$ cat src/rtl/column_loader_pkg.sv
// Shared types and column-geometry helpers for the serial column loader harness.
package column_loader_pkg;

    typedef enum logic [1:0] {IDLE, LOAD, WAIT, CAPTURE} state_t;

    function automatic int C(input int n);
        return 2 * n - 1;
    endfunction

    function automatic int TOTAL(input int n);
        return n * n;
    endfunction

    // Column i of an n x n partial-product array holds min(i+1, 2n-1-i) bits.
    function automatic int col_height(input int n, input int i);
        return (i + 1 < 2 * n - 1 - i) ? i + 1 : 2 * n - 1 - i;
    endfunction

    function automatic int col_offset(input int n, input int i);
        int s;
        s = 0;
        for (int j = 0; j < i; j++) s += col_height(n, j);
        return s;
    endfunction

endpackage

$ cat src/rtl/column_loader_harness_col_shift_reg.sv
// One column's shift register: new bit enters at the LSB, the MSB falls off.
module col_shift_reg #(
    parameter int DEPTH = 1
) (
    input  logic             clk,
    input  logic             rst,
    input  logic             shift,
    input  logic             din,
    output logic [DEPTH-1:0] q
);

    generate
        if (DEPTH == 1) begin : g_one
            always_ff @(posedge clk) begin
                if (rst)        q <= '0;
                else if (shift) q <= din;
            end
        end else begin : g_many
            always_ff @(posedge clk) begin
                if (rst)        q <= '0;
                else if (shift) q <= {q[DEPTH-2:0], din};
            end
        end
    endgenerate

endmodule

$ cat src/rtl/column_loader_harness.sv
// Serial-load harness for an N x N partial-product compressor: loads 2N-1 columns, waits, captures.
// Define REF_CHECK_EN to compare the compressor output against a built-in popcount reference.
module column_loader_harness
    import column_loader_pkg::*;
#(
    parameter int N       = 9,
    parameter int LATENCY = 0,
    parameter int OUT_W   = 2 * N + 1
) (
    input  logic                clk,
    input  logic                rst,
    input  logic                start,
    input  logic                in_valid,
    input  logic [C(N)-1:0]     src_in,
    output logic [TOTAL(N)-1:0] col_bits,
    input  logic [OUT_W-1:0]    dst_in,
    output logic                busy,
    output logic                done,
    output logic [OUT_W-1:0]    result,
    output logic                mismatch
);

    localparam int NC = C(N);
    localparam int BW = $clog2(N + 1);
    localparam int LW = (LATENCY > 1) ? $clog2(LATENCY) : 1;

    state_t          state, state_nxt;
    logic [BW-1:0]   beat_cnt;
    logic [LW-1:0]   wait_cnt;
    logic            shift;
    logic            cap;
    logic            ref_miss;

    always_comb begin
        state_nxt = state;
        shift     = 1'b0;
        cap       = 1'b0;
        case (state)
            IDLE:    if (start) state_nxt = LOAD;
            LOAD: begin
                if (in_valid) begin
                    shift = 1'b1;
                    if (beat_cnt == BW'(N - 1))
                        state_nxt = (LATENCY > 0) ? WAIT : CAPTURE;
                end
            end
            WAIT:    if (wait_cnt == LW'(LATENCY - 1)) state_nxt = CAPTURE;
            CAPTURE: begin
                cap       = 1'b1;
                state_nxt = IDLE;
            end
            default: state_nxt = IDLE;
        endcase
    end

    always_ff @(posedge clk) begin
        if (rst) begin
            state    <= IDLE;
            beat_cnt <= '0;
            wait_cnt <= '0;
            done     <= 1'b0;
            result   <= '0;
            mismatch <= 1'b0;
        end else begin
            state <= state_nxt;
            done  <= cap;
            if (state == IDLE) beat_cnt <= '0;
            else if (shift)    beat_cnt <= beat_cnt + BW'(1);
            if (state == WAIT) wait_cnt <= wait_cnt + LW'(1);
            else               wait_cnt <= '0;
            if (cap) begin
                result   <= dst_in;
                mismatch <= ref_miss;
            end
        end
    end

    assign busy = (state != IDLE);

`ifdef REF_CHECK_EN
    logic [OUT_W-1:0] col_w [NC];
    logic [OUT_W-1:0] ref_sum;
`endif

    for (genvar i = 0; i < NC; i++) begin : g_col
        localparam int H   = col_height(N, i);
        localparam int OFF = col_offset(N, i);
        logic [H-1:0] q;

        col_shift_reg #(.DEPTH(H)) u_col (
            .clk   (clk),
            .rst   (rst),
            .shift (shift),
            .din   (src_in[i]),
            .q     (q)
        );

        assign col_bits[OFF +: H] = q;

`ifdef REF_CHECK_EN
        logic [OUT_W-1:0] pc;
        always_comb begin
            pc = '0;
            for (int b = 0; b < H; b++) pc = pc + OUT_W'(q[b]);
        end
        assign col_w[i] = pc << i;
`endif
    end

`ifdef REF_CHECK_EN
    // Columns hold still through WAIT/CAPTURE, so the reference is stable at the capture edge.
    always_comb begin
        ref_sum = '0;
        for (int i = 0; i < NC; i++) ref_sum = ref_sum + col_w[i];
    end
    assign ref_miss = (ref_sum != dst_in);
`else
    assign ref_miss = 1'b0;
`endif

endmodule
$ cat config.mk
export PLATFORM = sky130hd
export DESIGN_NAME = column_loader_harness
export DESIGN_NICKNAME = d
export VERILOG_FILES = /design/src/rtl/column_loader_pkg.sv /design/src/rtl/column_loader_harness_col_shift_reg.sv /design/src/rtl/column_loader_harness.sv
export SDC_FILE = /design/constraint.sdc
export NUM_CORES = 1
export LEC_CHECK = 0
export ABC_AREA = 0
export CORE_ASPECT_RATIO = 1.25
export CORE_MARGIN = 8
export CORE_UTILIZATION = 40
export CTS_CLUSTER_SIZE = 20
export DETAILED_ROUTE_END_ITERATION = 10
export HOLD_SLACK_MARGIN = 0.12
export PLACE_DENSITY = 0.78
export SLEW_MARGIN = 20
export SYNTH_ARGS = -nofsm -noshare
export SYNTH_HDL_FRONTEND = slang
export SYNTH_SLANG_ARGS = --single-unit
$ cat constraint.sdc
create_clock -name clk -period 1.7 [get_ports clk]
set_input_delay 0.34 -clock clk [delete_from_list [all_inputs] [get_ports clk]]
set_output_delay 0.34 -clock clk [all_outputs]
set_load 0.01 [all_outputs]
# Yosys cells after proc, flatten, opt, wreduce, memory -nomap -nowiden
# Cells that the tools add are included.
[classes] addsub=2 multipliers=0 div_mod_pow=0 magnitude_cmp=0 eq_ne=8 shift=0 mux=8 bitwise=1 n_reduce_logical=5
[op_table] op="$mux 2" count=4
[op_table] op="$ne 2x2->1 const B" count=4
[op_table] op="$pmux 2 s4" count=1
[op_table] op="$add 4x1->4 const B" count=1
[op_table] op="$eq 2x2->1 const B" count=2
[op_table] op="$eq 4x4->1 const B" count=1
[op_table] op="$reduce_and 4->1" count=1
[op_table] op="$reduce_or 2->1" count=2
[op_table] op="$mux 1" count=3
[op_table] op="$eq 2x1->1 const B" count=1
[op_table] op="$logic_not 2->1" count=1
[op_table] op="$reduce_bool 2->1" count=1
[op_table] op="$add 1x1->1 const B" count=1
[op_table] op="$not 1->1" count=1
[totals] register_bits=108 latch_bits=0 mem_bits_rw=0 rom_bits=0 input_bits=40 out_inout_bits=103 wordCells=46 memories=0

# Logic depth before layout (Yosys ltp)
# Gate-level depths: netlist of run 1.
[depth] word_depth=4 ltp_mapped=7

# Modules after synthesis
# From an unflattened synthesis of run 1, not the netlist that was laid out.
[hier_totals] cells_unflattened=368 hier_area_um2=3982.6
[modules_own_cells] mod="column_loader_harness" instances=1 cells_each=111 area_per_inst_um2=1123.6
[modules_own_cells] mod="col_shift_reg at g_col[7].u_col ..." instances=2 cells_each=26 area_per_inst_um2=285.3
[modules_own_cells] mod="col_shift_reg at g_col[10].u_col ..." instances=2 cells_each=22 area_per_inst_um2=247.7
[modules_own_cells] mod="col_shift_reg at g_col[11].u_col ..." instances=2 cells_each=19 area_per_inst_um2=214.0
[modules_own_cells] mod="col_shift_reg at g_col[12].u_col ..." instances=2 cells_each=16 area_per_inst_um2=180.2
[modules_own_cells] mod="col_shift_reg at g_col[8].u_col" instances=1 cells_each=29 area_per_inst_um2=319.1
[modules_own_cells] mod="col_shift_reg at g_col[13].u_col ..." instances=2 cells_each=13 area_per_inst_um2=140.1
[modules_own_cells] mod="col_shift_reg at g_col[14].u_col ..." instances=2 cells_each=9 area_per_inst_um2=101.3
[modules_own_cells] mod="col_shift_reg at g_col[15].u_col ..." instances=2 cells_each=6 area_per_inst_um2=67.6
[modules_own_cells] mod="col_shift_reg at g_col[0].u_col ..." instances=2 cells_each=3 area_per_inst_um2=33.8

# Least setup slack after synthesis of run 1
# Ideal clock, no wire load.
[synth_path] kind="reg-to-reg" start="register state[0]" end="register state[0]" setup_ps=123 arrival_time_ps=1461 required_ps=1577 setup_slack_ps=115 path_stages_with_launch=5 path_buffers=0 period_less_slack_ps=1585 cell_sequence="dfxtp_1 -> inv_1 -> ha_1 -> a222oi_1 -> mux2_1"
[synth_via] elab_chain_len=3 elab_cells_between_ends=10 cone_classes="eq/ne (7); mux (1); reduce/logical (2)"
[synth_rtl] item="from (decl)" line_no="column_loader_harness.sv:27" source="state_t state, state_nxt;"
[synth_rtl] item="from (signal assigned)" line_no="column_loader_harness.sv:65" source="state <= state_nxt;"
[synth_rtl] item="$eq 2x1->1, or another cell as far along" line_no="column_loader_harness.sv:38" source="case (state)"
[synth_rtl] item="$ne 2x2->1 (no source line)"
[synth_rtl] item="$reduce_and 4->1 (no source line)"
# Parallel ways exist; a longest one is shown, timed or not.
# A chain may end at the register's enable or synchronous reset.

# Worst setup path after layout of run 1
[layout_path] start="register g_col[9].u_col.q[1]" end="output col_bits[46]"
[layout_rtl] item="from (decl)" line_no="column_loader_harness_col_shift_reg.sv:9" source="output logic [DEPTH-1:0] q"
[layout_rtl] item="from (signal assigned)" line_no="column_loader_harness_col_shift_reg.sv:21" source="else if (shift) q <= {q[DEPTH-2:0], din};"
[layout_rtl] item="to (decl)" line_no="column_loader_harness.sv:15" source="output logic [TOTAL(N)-1:0] col_bits,"
# No word-level cell between the ends.

==> flow_metrics.py, run 1 <==
metrics = {
    "synth": {
        "synth_nets": 509,
        "yosys.area_share.xor_xnor": 0.00453,
        "synth_area_leader_cell": "sky130_fd_sc_hd__dfxtp_1",
        "adder_cell_share_of_the_synthesized_area": 0.0226,
        "synthesis.area_um2": 3870,
        "dominant_combinational_cell_family_by_area_after_synthesis": "simple AND/OR/NAND/NOR gates",
        "synth_seq_area_share": 0.559,
        "area_share_of_the_largest_cell_type_after_synthesis": 0.559,
        "yosysWarnings": 0,
        "postSynthCellCount": 462,
        "netlist-cell-type-count": 26,
        "compound_gate_portion_of_the_synthesized_area": 0.111,
        "synth_area_leaders": "sky130_fd_sc_hd__dfxtp_1, sky130_fd_sc_hd__nand2_1, sky130_fd_sc_hd__a21oi_1, sky130_fd_sc_hd__mux2i_1, sky130_fd_sc_hd__ha_1",
        "post_synth_and_or_nand_nor_area_fraction": 0.197,
        "muxShareOfSynthArea": 0.0573,
        "syn_avg_cell_area_um2": 8.37,
        "ys_ff_latch": 108,
    },
    "floorplan": {
        "die_height_um": 126,
        "core_area_um2": 9510,
        "num_io_pins": 143,
        "die_area_um2": 13100,
        "initial_utilization": 0.407,
        "fp-row-count": 40,
        "die_width_um": 104,
    },
    "timing": {
        "rsz0062_at_grt": "false",
        "setup_ws_ns": 0.0749,
        "fin_worst_hold_slack_ns": 0.356,
        "skew_ns": 0.00489,
        "drv_slew": 0,
        "hold_viol": 0,
        "layout_min_cycle_time_ns": 1.63,
        "fmax_ghz": 0.615,
        "finalSetupViolations": 0,
        "final_min_period_over_clock_period": 0.956,
    },
    "setup_path": {
        "path_cells": "clkdlybuf4s50_1",
        "cp-end-kind": "primary output",
        "critPathSlowestCell": "sky130_fd_sc_hd__clkdlybuf4s50_1",
        "path_delay_family": "buffers and inverters",
        "cp_data_required_time_ns": 1.36,
        "slowest_delay_ns": 0.59,
        "timing.critical_path.from_type": "flip-flop",
        "worst-path-max-fanout": 3,
        "cp_num_buf_inv": 1,
        "critPathArrivalTime_ns": 1.29,
        "timing_worst_setup_path_type": "flip-flop to primary output",
    },
    "power_and_ir_drop": {
        "p_sw_uw": 1740,
        "ir_worst_vdd_uv": 632,
        "share_clk_of_total_power": 0.340,
        "post-layout-total-power_uw": 6430,
        "power.density_nw_per_um2": 1120,
        "power_switching_share": 0.271,
        "internal-power_uw": 4690,
        "power.share.sequential": 0.430,
        "p_comb_frac": 0.230,
        "total_leakage_power_uw": 0.00196,
    },
    "placement": {
        "pre_cts_slack_ns": -0.0626,
        "portBuffers": 141,
        "place.gp.congestion": 0.749,
        "place.detailed.hpwl_um": 7520,
        "detailed_place.area_um2": 5440,
    },
    "clocking": {
        "hold_buffers": 0,
        "clkSlewWorstSetupHoldPaths_ns": 0.07,
        "clk_root_buffer_cell": "sky130_fd_sc_hd__clkbuf_16",
        "cts.sinks": 108,
        "cts_tree": "yes",
        "post-cts-setup-buffers": 0,
        "h-tree-depth": 3,
        "clk-insertion-delay-late_ns": 0.33,
        "cts_made_buffers": 9,
        "max-clock-path-buffers": 2,
    },
    "min_path": {
        "min_path_type": "input pin to flip-flop",
    },
    "global_route": {
        "grt_antenna_before_repair": 0,
        "grt_pass1_wl_um": 16800,
        "grt_pass1_vias": 3412,
        "grt_most_used_layer": "met2",
        "maximum_number_of_pins_on_one_net_before_global_route_repair": 56,
        "grt-ovfl-total": 0,
        "use_met3": 0.0490,
        "grt_util_met1": 0.161,
        "grt_use_total": 0.155,
        "met2_capacity_usage_during_global_routing": 0.272,
    },
    "route": {
        "post-route-drc-count": 0,
        "drt-total-wl_um": 10100,
        "post_drt_wl_per_cell_um": 14.0,
        "viasPerCell": 4.72,
        "detailedRoute.firstIterationViolations": 146,
        "number_of_iterations_in_the_first_detailed_routing_pass": 4,
        "drt.antenna.violating_nets": 0,
        "vias": 3411,
    },
    "layout": {
        "final_design_area_no_fill_um2": 5760,
        "layout.filler_cells": 837,
        "layout.cells.most_common": "sky130_fd_sc_hd__nand2_1",
        "final_cell_mix": "sky130_fd_sc_hd__nand2_1, sky130_fd_sc_hd__clkdlybuf4s50_1, sky130_fd_sc_hd__dfxtp_1",
        "number_of_antenna_cells_inserted": 0,
        "drive_gt1_frac": 0.0503,
        "area_growth_pct": 48.9,
        "nets": 639,
    },
    "run": {
        "max_cap_violations": 0,
    },
    "outcome": {
        "outcome": "complete, no violations",
    },
}
Yosys cell counts:
master / count
sky130_fd_sc_hd__clkbuf_1: 19
sky130_fd_sc_hd__xnor2_1: 1
sky130_fd_sc_hd__conb_1: 1
sky130_fd_sc_hd__nand3_1: 2
sky130_fd_sc_hd__mux2i_1: 21
sky130_fd_sc_hd__or3_1: 1
sky130_fd_sc_hd__xor2_1: 1
sky130_fd_sc_hd__mux2_1: 1
sky130_fd_sc_hd__buf_2: 12
sky130_fd_sc_hd__a211oi_1: 1
sky130_fd_sc_hd__dfxtp_1: 108
sky130_fd_sc_hd__nand2b_1: 2
sky130_fd_sc_hd__o21ai_0: 1
sky130_fd_sc_hd__a222oi_1: 1
sky130_fd_sc_hd__nor2b_1: 1
sky130_fd_sc_hd__and2_1: 1
sky130_fd_sc_hd__nand4b_1: 1
sky130_fd_sc_hd__nor3_1: 3
sky130_fd_sc_hd__ha_1: 7
sky130_fd_sc_hd__nor3b_1: 1
sky130_fd_sc_hd__a21oi_1: 81
sky130_fd_sc_hd__buf_4: 3
sky130_fd_sc_hd__buf_1: 1
sky130_fd_sc_hd__inv_1: 7
sky130_fd_sc_hd__nor2_1: 21
sky130_fd_sc_hd__nand2_1: 163
layout make-up:
| class | count | area, µm² | share of cell area |
|---|---|---|---|
| Timing Repair Buffer | 154 | 1570 | 0.272 |
| Clock inverter | 4 | 72.6 | 0.0126 |
| Clock buffer | 12 | 246 | 0.0428 |
| Multi-Input combinational cell | 312 | 1530 | 0.265 |
| Sequential cell | 108 | 2160 | 0.375 |
| Inverter | 7 | 26.3 | 0.00456 |
| Tap cell | 126 | 158 | 0.0274 |
metal layers:
layer,vias up,wire length [µm]
met1,1559,3890
met2,97,5280
met5,-,0
met4,0,297
li1,1738,-
met3,17,674
power groups by stage:
stage                     registers, µW  clock network [µW]  logic [µW]
after CTS                          2770                2260        1500
after global placement             2810                   0        1480
final                              2770                2190        1480
after floorplan                    2880                   0         752
after global routing               2780                2360        1630
after detailed placement           2820                   0        1510
what timing repair did:
item / 4_1_cts / 5_1_grt
gates cloned: 0 / 0
endpoints found under the setup margin: 1 / 1
gates resized for setup: 1 / 1
final timing paths:
path                                     startpoint  depth (start not counted)                  end  slack (ns)
worst max-delay path            g_col[9].u_col.q[1]                          1         col_bits[46]        0.07
worst min-delay path                            rst                          2  g_col[4].u_col.q[1]        0.36
worst max register to register             state[0]                          4             state[0]        0.16
worst min register to register             wait_cnt                          1             wait_cnt        0.43
flip-flops by register name (all words and copies together) (netlist names):
signal / flops
done: 1
beat_cnt: 4
state: 2
result: 19
wait_cnt: 1
g_col.u_col.q: 81
kinds of logic after synthesis:
group | Yosys count
AO/OA/AOI/OAI | 84
XOR/XNOR | 2
adder cells (fa/ha/maj) | 7
buffers and inverters | 42
flip-flops | 108
multiplexers | 22
other | 1
AND/OR/NAND/NOR | 196
metrics by stage:
stage / std cells / TNS [ns] / util
2_1_floorplan: 462 / 0 / -
3_3_place_gp: 707 / -0.0161 / 0.572
3_5_place_dp: 707 / -0.502 / 0.572
4_1_cts: 723 / 0 / 0.606
5_1_grt: 723 / 0 / 0.606
6_report: 723 / 0 / 0.606
Note: power is estimated with default switching activity, not from simulation.
==> inputs of run 2 (changes only) <==
- ABC_AREA: 0 -> 1
- CORE_UTILIZATION: 40 -> 44
- PLACE_DENSITY: 0.78 -> 0.81
- REMOVE_ABC_BUFFERS: default -> 1
- clock period: 1.7 -> 1.5 ns (I/O delays scaled with it)
==> flow_metrics.py, run 2 <==
metrics = {
    "floorplan": {
        "die_height_um": 121,
        "initial_utilization": 0.452,
        "die_width_um": 100,
        "num_io_pins": 143,
        "die_area_um2": 12200,
        "fp-row-count": 38,
        "core_area_um2": 8650,
    },
    "route": {
        "vias": 3514,
        "route.met2.wl_um": 4500,
        "drt.antenna.violating_nets": 0,
        "routed.top_layer": "met4",
        "number_of_iterations_in_the_first_detailed_routing_pass": 5,
        "detail_route_met3_wl_um": 1040,
        "detailedRoute.firstIterationViolations": 211,
        "viasPerCell": 4.64,
        "drt-total-wl_um": 9900,
        "post_drt_wl_per_cell_um": 13.1,
        "detail_route.wirelength.met1_um": 4280,
        "post-route-drc-count": 0,
    },
    "placement": {
        "place.gp.congestion": 0.724,
        "pre_cts_slack_ns": -0.0108,
        "portBuffers": 141,
        "place.detailed.hpwl_um": 7140,
    },
    "setup_path": {
        "timing.critical_path.from_type": "flip-flop",
        "critical_path.reg2reg.endpoint": "beat_cnt[3]",
        "setup.worst_path.end": "busy",
        "r2r-start": "state[0]",
        "cp-end-kind": "primary output",
        "crit_path_start": "state[1]",
        "worst-path-max-fanout": 2,
        "ff2ff_setup_slack_ns": 0.12,
        "cp_data_required_time_ns": 1.20,
        "critPathArrivalTime_ns": 1.11,
        "reg2reg_depth": 7,
        "timing_worst_setup_path_type": "flip-flop to primary output",
    },
    "timing": {
        "rsz0062_at_grt": "false",
        "hold_viol": 0,
        "skew_ns": 0.0109,
        "layout_min_cycle_time_ns": 1.41,
        "fin_worst_hold_slack_ns": 0.486,
        "finalSetupViolations": 0,
        "finalSetupTns_ns": 0,
        "final_min_period_over_clock_period": 0.941,
        "setup_ws_ns": 0.0885,
        "drv_slew": 0,
        "fmax_ghz": 0.708,
    },
    "synth": {
        "synth_area_leader_cell": "sky130_fd_sc_hd__dfxtp_1",
        "yosys.cell_count.top_type": "sky130_fd_sc_hd__nor2_1",
        "area_share_of_the_largest_cell_type_after_synthesis": 0.553,
        "postSynthCellCount": 501,
        "netlist-cell-type-count": 19,
        "ys_ff_latch": 108,
        "synthesis.area_um2": 3910,
        "synth_seq_area_share": 0.553,
        "count_of_flip_flops_with_a_built_in_enable_after_synthesis": 0,
        "syn_avg_cell_area_um2": 7.81,
        "yosysWarnings": 0,
        "synth.top_cells.by_count": "sky130_fd_sc_hd__nor2_1, sky130_fd_sc_hd__dfxtp_1, sky130_fd_sc_hd__o21ai_0, sky130_fd_sc_hd__o21ai_1, sky130_fd_sc_hd__buf_2",
        "synth_area_leaders": "sky130_fd_sc_hd__dfxtp_1, sky130_fd_sc_hd__nor2_1, sky130_fd_sc_hd__o21ai_0, sky130_fd_sc_hd__o21ai_1, sky130_fd_sc_hd__ha_1",
        "ys_async_sr_fraction": 0,
        "synth_flop_cell": "sky130_fd_sc_hd__dfxtp_1",
    },
    "clocking": {
        "h-tree-depth": 3,
        "hold_buffers": 0,
        "cts_made_buffers": 9,
        "max-clock-path-buffers": 2,
        "clk_root_buffer_cell": "sky130_fd_sc_hd__clkbuf_8",
        "clkSlewWorstSetupHoldPaths_ns": 0.10,
        "clk-insertion-delay-late_ns": 0.35,
        "cts.sinks": 108,
        "cts_tree": "yes",
    },
    "global_route": {
        "grt_pass1_vias": 3202,
        "grt_use_total": 0.160,
        "grt-ovfl-total": 0,
        "grt_pass1_wl_um": 15900,
        "grt_antenna_before_repair": 0,
        "maximum_number_of_pins_on_one_net_before_global_route_repair": 53,
    },
    "min_path": {
        "min_path_type": "flip-flop to flip-flop",
    },
    "run": {
        "max_cap_violations": 0,
    },
    "layout": {
        "number_of_flip_flops_in_the_largest_register": 81,
        "drive_gt1_frac": 0.0612,
        "layout.cells.most_common": "sky130_fd_sc_hd__nor2_1",
        "number_of_antenna_cells_inserted": 0,
        "nets": 680,
        "layout.filler_cells": 795,
        "registers.top_by_ff_count": "g_col.u_col.q",
        "final_cell_mix": "sky130_fd_sc_hd__nor2_1, sky130_fd_sc_hd__dfxtp_1, sky130_fd_sc_hd__dlygate4sd2_1",
        "reg.largest.list": "g_col.u_col.q (81), result (19), beat_cnt (4)",
        "area_growth_pct": 41.6,
    },
    "power_and_ir_drop": {
        "ir_worst_vdd_uv": 879,
        "total_leakage_power_uw": 0.00264,
        "power.density_nw_per_um2": 1580,
        "post-layout-total-power_uw": 8740,
    },
    "outcome": {
        "outcome": "complete, no violations",
    },
}
[run 2: cell count changes in the layout (fill, tap and decap cells not counted), sizes merged, moves of 3 or more]
cell / before / now
buf: 14 / 17
nor2: 21 / 209
dlygate4sd2: 0 / 101
mux2i: 21 / 0
a21oi: 81 / 3
o21ai: 1 / 101
inv: 7 / 18
nand2: 163 / 13
clkdlybuf4s50: 139 / 39
[run 2: report_power, final]
group	internal, µW	total (µW)	switching (µW)
clock network	668	1640	975
logic	1450	3170	1720
registers	3540	3930	389
total	5660	8740	3080
[run 2: worst min-delay path by stage]
| stage | startpoint | endpoint | slack [ns] | cells after the start |
|---|---|---|---|---|
| floorplan | rst | done | 0.37 | 1 |
| detailed placement | g_col[16].u_col.q | g_col[16].u_col.q | 0.47 | 2 |
| global placement | g_col[13].u_col.q[3] | g_col[13].u_col.q[3] | 0.46 | 2 |
| CTS | g_col[16].u_col.q | g_col[16].u_col.q | 0.49 | 2 |
| finish | g_col[16].u_col.q | g_col[16].u_col.q | 0.49 | 2 |
| global route | dst_in[18] | result[18] | 0.49 | 3 |
[run 2: timing repair]
item / in CTS / in global routing
buffers inserted: 0 / 1
hold endpoints to repair: 0 / 0
pin swaps: 0 / 1
gates resized for setup: 106 / 4
setup endpoints to repair: 102 / 2
[run 2: metal layers]
metal  GRT usage  vias to the layer above
met5           0                        -
met4      0.0417                        0
met3      0.0832                        6
met2       0.249                      127
met1       0.188                     1536
li1            -                     1845
[run 2: critical path, stage by stage, from the launching register on]
cell	delay, ns
sky130_fd_sc_hd__dfxtp_2	0.33
sky130_fd_sc_hd__inv_1	0.07
sky130_fd_sc_hd__ha_2	0.19
sky130_fd_sc_hd__inv_2	0.04
sky130_fd_sc_hd__buf_2	0.13
[run 2: cells by family after synthesis]
group           after synthesis  share of synthesized area
other cells                   1                   0.000959
compound gates              105                      0.135
fa+ha+maj                     7                     0.0224
buf+inv                      52                     0.0675
flops                       108                      0.553
simple gates                228                      0.221
[run 2: layout make-up]
cell class	count	area (µm²)	share of cell area
flip-flops and latches	108	2160	0.391
multi-input cells	341	1490	0.269
well taps	120	150	0.0271
inverters	16	62.6	0.0113
clock buffers	10	138	0.0249
clock inverters	5	46.3	0.00836
repair buffers	157	1490	0.269
[run 2: stage by stage]
stage	util	std cells	area, µm²
global placement	0.632	741	5470
finish	0.640	757	5540
global route	0.640	757	5540
detailed placement	0.632	741	5470
CTS	0.638	756	5520
floorplan	-	465	3710
==> inputs of run 3 (changes only) <==
- PLACE_DENSITY: 0.81 -> 0.87
==> flow_metrics.py, run 3 (same netlist as run 2, synthesis figures left out) <==
metrics = {
    "clocking": {
        "cts.sinks": 108,
        "cts_made_buffers": 9,
        "post-cts-setup-buffers": 0,
        "clk-insertion-delay-late_ns": 0.35,
        "max-clock-path-buffers": 2,
        "clk_root_buffer_cell": "sky130_fd_sc_hd__clkbuf_8",
        "clkSlewWorstSetupHoldPaths_ns": 0.10,
        "h-tree-depth": 3,
        "hold_buffers": 0,
        "cts_tree": "yes",
    },
    "min_path": {
        "worst_hold_startpoint": "g_col[10].u_col.q[6]",
        "min_path_type": "flip-flop to flip-flop",
        "timing.hold.worst_path_depth": 2,
    },
    "route": {
        "drt-total-wl_um": 10300,
        "post-route-drc-count": 0,
        "viasPerCell": 4.77,
        "number_of_iterations_in_the_first_detailed_routing_pass": 5,
        "drt.antenna.violating_nets": 0,
        "post_drt_wl_per_cell_um": 13.6,
        "detailedRoute.firstIterationViolations": 159,
        "vias": 3617,
    },
    "placement": {
        "portBuffers": 141,
        "place.detailed.hpwl_um": 7660,
        "place.gp.congestion": 0.737,
        "pre_cts_slack_ns": -0.0415,
    },
    "floorplan": {
        "die_area_um2": 12200,
        "core_area_um2": 8650,
        "fp-row-count": 38,
        "die_width_um": 100,
        "initial_utilization": 0.452,
        "num_io_pins": 143,
        "die_height_um": 121,
    },
    "setup_path": {
        "crit_cells": 4,
        "path_delay_family": "flip-flops",
        "slowest_delay_ns": 0.33,
        "worst-path-max-fanout": 2,
        "path_cells": "inv_1, ha_2, inv_1, buf_2",
        "critPathArrivalTime_ns": 1.13,
        "critPathSlowestCell": "sky130_fd_sc_hd__dfxtp_2",
        "cp-end-kind": "primary output",
        "reg2reg_depth": 6,
        "crit_path_start": "state[0]",
        "timing.critical_path.from_type": "flip-flop",
        "cp_data_required_time_ns": 1.20,
        "r2r-start": "state[0]",
        "timing.critical_path.mode_cell": "sky130_fd_sc_hd__inv_1",
        "cp_num_buf_inv": 3,
        "timing_worst_setup_path_type": "flip-flop to primary output",
    },
    "timing": {
        "finalSetupViolations": 0,
        "final_min_period_over_clock_period": 0.955,
        "hold_viol": 0,
        "drv_slew": 0,
        "skew_ns": 0.0127,
        "setup_ws_ns": 0.0677,
        "fmax_ghz": 0.698,
        "layout_min_cycle_time_ns": 1.43,
        "finalSetupTns_ns": 0,
        "rsz0062_at_grt": "false",
    },
    "layout": {
        "drive_gt1_frac": 0.0610,
        "final_cell_mix": "sky130_fd_sc_hd__nor2_1, sky130_fd_sc_hd__dfxtp_1, sky130_fd_sc_hd__dlygate4sd2_1",
        "number_of_flip_flops_in_the_largest_register": 81,
        "seq_area_um2": 2160,
        "nets": 682,
        "registers.top_by_ff_count": "g_col.u_col.q",
        "area_growth_pct": 41.6,
        "number_of_antenna_cells_inserted": 0,
        "area_occupied_by_multi_input_gates_um2": 1490,
        "layout.filler_cells": 788,
        "final_core_utilization": 0.640,
        "reg.largest.list": "g_col.u_col.q (81), result (19), beat_cnt (4)",
        "layout.cells.most_common": "sky130_fd_sc_hd__nor2_1",
    },
    "outcome": {
        "outcome": "complete, no violations",
    },
    "power_and_ir_drop": {
        "power.density_nw_per_um2": 1570,
        "ir_worst_vdd_uv": 856,
        "total_leakage_power_uw": 0.00264,
        "post-layout-total-power_uw": 8680,
    },
    "global_route": {
        "grt_pass1_wl_um": 16500,
        "grt_antenna_before_repair": 0,
        "grt_pass1_vias": 3490,
        "grt_use_total": 0.163,
        "maximum_number_of_pins_on_one_net_before_global_route_repair": 49,
        "grt-ovfl-total": 0,
    },
    "run": {
        "max_cap_violations": 0,
    },
}
-- run 3: metal layers --
layer,GRT usage,up-vias,share of wire
li1,-,1849,-
met1,0.178,1626,0.40
met2,0.283,131,0.49
met3,0.0666,11,0.098
met4,0.0474,0,0.012
met5,0,-,0
-- run 3: cell type report --
cell class,instances,area share
clock buffer,9,0.0224
tap,120,0.0271
multi-input combinational,341,0.269
clock inverter,6,0.00904
sequential,108,0.391
timing repair buffer,159,0.271
inverter,16,0.0113
-- run 3: power by group --
| part | switching, µW | total, µW | internal [µW] |
|---|---|---|---|
| clock network | 963 | 1580 | 616 |
| registers | 412 | 3950 | 3540 |
| logic | 1720 | 3150 | 1430 |
-- run 3: per-stage QoR --
| step | instance area (µm²) | cells | hold WS (ns) |
|---|---|---|---|
| floorplan | 3710 | 465 | 0.372 |
| global placement | 5460 | 743 | 0.463 |
| detailed placement | 5460 | 743 | 0.474 |
| CTS | 5500 | 758 | 0.491 |
| global route | 5540 | 759 | 0.507 |
| finish | 5540 | 759 | 0.483 |
-- run 3: repair_timing --
item,4_1_cts,5_1_grt
gates cloned,0,1
endpoints found under the hold margin,0,0
resized for setup,106,3
endpoints found under the setup margin,102,22
pin swaps,0,1
-- run 3: worst min-delay path: stages, from the launching register on --
cell and delay (ns):
sky130_fd_sc_hd__dfxtp_1 0.33, sky130_fd_sc_hd__nor2_1 0.04, sky130_fd_sc_hd__nor2_1 0.08
-- run 3: path summary, 6_finish.rpt --
kind | slack (ns) | endpoint
worst min-delay path | 0.48 | g_col[10].u_col.q[6]
worst max-delay path | 0.07 | busy
worst min register to register | 0.48 | g_col[10].u_col.q[6]
worst max register to register | 0.11 | g_col[16].u_col.q
